File: config.mk
export PLATFORM = sky130hd
export DESIGN_NAME = sigdelt_sample_ctrl
export DESIGN_NICKNAME = d
export VERILOG_FILES = /design/src/rtl/sigdelt_sample_ctrl.sv
export SDC_FILE = /design/constraint.sdc
export NUM_CORES = 1
export LEC_CHECK = 0
export CORE_MARGIN = 3
export CORE_UTILIZATION = 25
export CTS_CLUSTER_SIZE = 16
export DETAILED_ROUTE_END_ITERATION = 7
export GPL_TIMING_DRIVEN = 0
export PLACE_DENSITY = 0.57
export SETUP_SLACK_MARGIN = 0.3
export SLEW_MARGIN = 30
export SYNTH_ARGS = -nofsm -noshare
export SYNTH_HDL_FRONTEND = slang
export SYNTH_SLANG_ARGS = --single-unit
export TNS_END_PERCENT = 50
File: constraint.sdc
create_clock -name sdc_clk -period 2.9 [get_ports sdc_clk]
set_input_delay 0.87 -clock sdc_clk [delete_from_list [all_inputs] [get_ports sdc_clk]]
set_output_delay 0.87 -clock sdc_clk [all_outputs]
set_load 0.01 [all_outputs]
File: src/rtl/sigdelt_sample_ctrl.sv
// -----------------------------------------------------------------------------
// sigdelt_sample_ctrl
//
// Sample-rate controller in front of a first-order sigma-delta modulator.
// Each sample is held on the modulator input for (sdc_osr + 1) clocks. When
// the run request is withdrawn, the modulator input is walked back to
// midscale (50% output density) in RAMP_STEP increments, one per hold
// period, before the block goes idle. This keeps the analogue output from
// stepping abruptly when the stream stops.
//
// Parameters
//   DATA_W     width of the sample word and of the modulator input
//   OSR_W      width of the hold counter and of sdc_osr
//   RAMP_STEP  per-period step applied while ramping to midscale
//
// Ports
//   sdc_clk    in   1        single clock, shared with the modulator
//   sdc_rst_n  in   1        synchronous active-low reset
//   sdc_en     in   1        run request
//   sdc_osr    in   OSR_W    clocks per sample minus 1
//   s_din      in   DATA_W   unsigned offset-binary sample
//   s_valid    in   1        sample present
//   s_ready    out  1        sample accepted this cycle (combinational)
//   mod_din    out  DATA_W   registered word to the modulator input
//   underrun   out  1        registered 1-cycle pulse: a sample was missed
//   busy       out  1        block is running or ramping
// -----------------------------------------------------------------------------
module sigdelt_sample_ctrl #(
    parameter int unsigned       DATA_W    = 16,
    parameter int unsigned       OSR_W     = 8,
    parameter logic [DATA_W-1:0] RAMP_STEP = 16'h1000
) (
    input  logic              sdc_clk,
    input  logic              sdc_rst_n,
    input  logic              sdc_en,
    input  logic [OSR_W-1:0]  sdc_osr,
    input  logic [DATA_W-1:0] s_din,
    input  logic              s_valid,
    output logic              s_ready,
    output logic [DATA_W-1:0] mod_din,
    output logic              underrun,
    output logic              busy
);

    // Midscale: the code at which the modulator emits a 50% density stream.
    localparam logic [DATA_W-1:0] MID     = {1'b1, {(DATA_W-1){1'b0}}};
    localparam logic [OSR_W-1:0]  CNT_ONE = OSR_W'(1);

    typedef enum logic [1:0] {
        ST_IDLE = 2'd0,
        ST_RUN  = 2'd1,
        ST_RAMP = 2'd2
    } state_t;

    // -------------------------------------------------------------------------
    // State
    // -------------------------------------------------------------------------
    state_t              state_q,    state_d;
    logic [OSR_W-1:0]    cnt_q,      cnt_d;
    logic [DATA_W-1:0]   mod_din_q,  mod_din_d;
    logic                underrun_q, underrun_d;

    // -------------------------------------------------------------------------
    // Period timing
    // -------------------------------------------------------------------------
    // A boundary is the last cycle of a hold period. IDLE keeps cnt at zero,
    // so the first RUN cycle after leaving IDLE is always a boundary.
    logic             boundary;
    logic [OSR_W-1:0] cnt_next;

    always_comb begin
        boundary = (state_q != ST_IDLE) && (cnt_q == '0);
        // sdc_osr is sampled only here, so a new value never shortens or
        // stretches a period that has already started.
        cnt_next = boundary ? sdc_osr : (cnt_q - CNT_ONE);
    end

    // -------------------------------------------------------------------------
    // Ramp-to-midscale arithmetic
    // -------------------------------------------------------------------------
    // The distance to MID is compared against the step one bit wider than the
    // data, so neither direction can wrap. Once the distance exceeds the step,
    // the plain DATA_W add/subtract is known to stay between the current value
    // and MID.
    logic              above_mid;
    logic [DATA_W:0]   dist_ext;
    logic [DATA_W-1:0] ramp_val;

    always_comb begin
        above_mid = (mod_din_q > MID);
        if (above_mid) begin
            dist_ext = {1'b0, mod_din_q} - {1'b0, MID};
        end else begin
            dist_ext = {1'b0, MID} - {1'b0, mod_din_q};
        end

        if (dist_ext <= {1'b0, RAMP_STEP}) begin
            ramp_val = MID;
        end else if (above_mid) begin
            ramp_val = mod_din_q - RAMP_STEP;
        end else begin
            ramp_val = mod_din_q + RAMP_STEP;
        end
    end

    // -------------------------------------------------------------------------
    // Next-state logic
    // -------------------------------------------------------------------------
    // NOTE: every signal written here gets a default at the top so that no
    // path through the case leaves it unassigned and infers a latch.
    always_comb begin
        state_d    = state_q;
        cnt_d      = cnt_q;
        mod_din_d  = mod_din_q;
        underrun_d = 1'b0;

        unique case (state_q)
            ST_IDLE: begin
                cnt_d     = '0;
                mod_din_d = MID;
                if (sdc_en) begin
                    state_d = ST_RUN;
                end
            end

            ST_RUN: begin
                cnt_d = cnt_next;
                if (!sdc_en) begin
                    // Leaving: no transfer and no underrun, the count
                    // carries on into the ramp.
                    state_d = ST_RAMP;
                end else if (boundary) begin
                    if (s_valid) begin
                        mod_din_d = s_din;
                    end else begin
                        underrun_d = 1'b1;
                    end
                end
            end

            ST_RAMP: begin
                if (sdc_en) begin
                    // Abort the ramp; restarting with cnt at zero makes the
                    // first RUN cycle a boundary so a sample can be taken
                    // immediately from the current level.
                    state_d = ST_RUN;
                    cnt_d   = '0;
                end else if (boundary) begin
                    if (mod_din_q == MID) begin
                        state_d = ST_IDLE;
                        cnt_d   = '0;
                    end else begin
                        mod_din_d = ramp_val;
                        cnt_d     = cnt_next;
                    end
                end else begin
                    cnt_d = cnt_next;
                end
            end

            default: begin
                state_d   = ST_IDLE;
                cnt_d     = '0;
                mod_din_d = MID;
            end
        endcase
    end

    // -------------------------------------------------------------------------
    // Registers
    // -------------------------------------------------------------------------
    // NOTE: reset is sampled on the clock edge, not in the sensitivity list,
    // so it is a plain data-path priority term and overrides everything else.
    always_ff @(posedge sdc_clk) begin
        if (!sdc_rst_n) begin
            // NOTE: sequential state uses non-blocking assignments so every
            // register samples the values from before this edge.
            state_q    <= ST_IDLE;
            cnt_q      <= '0;
            mod_din_q  <= MID;
            underrun_q <= 1'b0;
        end else begin
            state_q    <= state_d;
            cnt_q      <= cnt_d;
            mod_din_q  <= mod_din_d;
            underrun_q <= underrun_d;
        end
    end

    // -------------------------------------------------------------------------
    // Outputs
    // -------------------------------------------------------------------------
    always_comb begin
        s_ready  = (state_q == ST_RUN) && (cnt_q == '0) && sdc_en;
        mod_din  = mod_din_q;
        underrun = underrun_q;
        busy     = (state_q != ST_IDLE);
    end

endmodule

==> impl_results.md <==
- Worst-path maximum fanout: 6
- WS Path Type: primary input to primary output
- Gr ovfl total: 0
- Remaining antenna violation count: 0
- Final WL: 4010 µm
- Worst slew pin tran: around 500 ps
- Crit path DAT: 1660 ps
- Die area: approximately 7300 µm²
- Total CTS buffers: 3
- Skew final: 5.69 ps
- Worst-path clk slew: roughly 90 ps
- Final hold vios: 0
- Initial Utilization: 26.2%
- Routed len/inst: approximately 13 µm
- R2R depth: 11
- Vias: approximately 1400
- Setup TNS: 0 ps
- CTS root buf: clkbuf_8
- Largest stage delay on the critical path: ~300 ps
- Drt via density: between 4 and 5
- Ys flop type: dfxtp_1
- Vias in the first global route: 1478
- Drc violations: 0
- Antenna Diode Count: 0
- Maximum vdd drop: approximately 190 µV
- HPWL after DPL: about 3000 µm
- Mapped Area: 1580 µm²
- Most frequent cells in the layout: 44 x clkdlybuf4s50_1, 32 x nand2_1, 21 x dfxtp_1, 12 x mux2i_1, 11 x nor2_1
- CTS tree: built
- Die width: roughly 85 µm
- Clock tree buffer depth: 2
- Largest net degree at the start of global routing: 15
- Core box area: ~6000 µm²
- Status: finished, final reports clean
- Clk Latency, worst-skew pair: about 270 ps
- First-pass GRT wire length: 6710 µm
- Pleak: approximately 0.85 nW
- Num ports: 47
- All-layer global routing usage: between 10 and 15%
- Synth Area per Inst: approximately 8.7 µm²
- Mapped Cells: between 150 and 200
- XOR/XNOR Fraction of Synth Area: 3.89%
- Post-synthesis sequential area ratio: approximately a third
- Power Density: around 430 nW/µm²
- Hold Crit Class: flop to flop
- Post-Synth Adder-Cell Area: 6.82%
- DRT iter0 DRCs: 110
- Hold_ws: between 400 and 500 ps
- Min cycle time layout: between 2000 and 3000 ps
- #FFs+latches synth: 27
- Crit end category: primary output
- Unrepaired setup endpoints after global routing: true
- PortBufs: 46
- Finish-stage setup viols: 0
- Slew Viols, Final: 0
- Worst hold path depth: 1
- Rel. slew slack: between 60% and 70%
- Yosys cell types: 44
- Drt first pass iters: 4
- Layout cells sized above 1: roughly 15%
- Post-synth EDFFs: 0
- Most common cell after layout, fill and taps aside: clkdlybuf4s50_1
- Max Cap Viol: 0
- Die height: approximately 85 µm
- Data required, critical path: around 2000 ps
- Synth Net Count: approximately 220
- Synth warn: 0
- Sink Count: 27
- Fin nets: 272
- Mux contribution to synthesized area: 9.28%
- Period utilization: between 80% and 90%
- Crit start category: primary input
- Slowest CP cell: dlygate4sd2_1
- Synth Area in Compound Gates: 14.0%
- Htree depth: 1
- Final RePlAce weighted congestion: roughly 0.77
- Hold-fix buffers at CTS: 0
- Initial antenna violation count: 0
- CP Cell Sequence: dlygate4sd2_1 > and2_1 > and3_1 > buf_2
- P&R area growth vs syn: 42.8%
- Row Count: 28
- FILL cells: about 640
- Largest family of logic cells by synthesized area: simple AND/OR/NAND/NOR gates
- Post-Synth Simple-Gate Area: between 20 and 30%
- Fmax: approximately 400 MHz
- FFs w/ async S/R, synth: 0%
- Total Power: approximately 980 µW
==> per-stage QoR <==
stage / instances / instance area [µm²] / utilization, % / worst slack [ps]
after floorplan: 182 / 1580 / - / 612
after global placement: 303 / 2130 / 35.4 / -308
after detailed placement: 303 / 2130 / 35.4 / -300
after CTS: 308 / 2210 / 36.6 / 310
after global routing: 310 / 2250 / 37.4 / 242
final: 310 / 2250 / 37.4 / 369
==> power breakdown <==
part | leakage, nW | internal, mW | switching (mW)
clock | 0.0228 | 0.0985 | 0.121
combinational | 0.601 | 0.185 | 0.159
sequential | 0.222 | 0.388 | 0.0242
==> final cells by class <==
type / instances / area (µm²) / area share (%)
repair buffers: 49 / 477 / 21.2
flip-flops and latches: 27 / 551 / 24.4
multi-input cells: 138 / 1010 / 44.7
clock buffers: 4 / 45.0 / 2.00
inverters: 10 / 37.5 / 1.67
well taps: 75 / 93.8 / 4.16
plain buffers: 7 / 42.5 / 1.89
==> metal layers <==
layer	up-vias	routed length (µm)	track usage (%)
met5	-	0	0
met4	0	21	3.02
met3	2	228	2.43
met1	658	1980	15.6
met2	39	1780	17.2
li1	747	-	-
==> state kept, by name, indices dropped and copies added, names as in the netlist <==
name      flops
cnt_q         8
underrun      1
state_q       2
mod_din      16
==> final timing paths <==
check | slack (ps) | to | start
setup / recovery | 370 | s_ready | sdc_en
hold / removal | 440 | cnt_q[0]$_SDFF_PN0_ | cnt_q[0]$_SDFF_PN0_
setup reg to reg | 460 | mod_din[15]$_SDFFE_PN1P_ | mod_din[9]$_SDFFE_PN0P_
hold reg to reg | 440 | cnt_q[0]$_SDFF_PN0_ | cnt_q[0]$_SDFF_PN0_
==> critical path, delay by kind of cell <==
family,cells,cell delay (ps)
buf+inv,2,440
simple gates,2,350
==> Yosys cell counts (3+ instances only) <==
cell type	n	area (µm²)
nor2_1	12	45.0
nand4_1	3	18.8
xor2_1	4	35.0
nand2_1	33	124
clkbuf_1	5	18.8
o21ai_0	6	30.0
mux2i_1	12	120
a31oi_1	3	18.8
a211oi_1	7	52.6
inv_1	10	37.5
a21oi_1	4	20.0
dfxtp_1	27	541
xnor2_1	3	26.3
nand3_1	4	20.0
nor3_1	3	15.0
ha_1	7	87.6
nor4_2	3	37.5
==> cells by family (layout without fill, tap and decap cells) <==
| logic type | Yosys count | count (layout) |
|---|---|---|
| and+or+nand+nor | 77 | 77 |
| AOI/OAI and AO/OA | 32 | 32 |
| DFF | 27 | 27 |
| buffers and inverters | 17 | 70 |
| muxes | 14 | 14 |
| xor gates and xnor gates | 7 | 7 |
| adders and majority gates | 8 | 8 |
==> what timing repair did <==
| action | CTS | global route |
|---|---|---|
| endpoints found under the setup margin | 1 | 3 |
| pin swaps | 2 | 7 |
| buffers inserted | 1 | 2 |
| gates resized for setup | 14 | 10 |
Power figures use the tool's default switching activity.
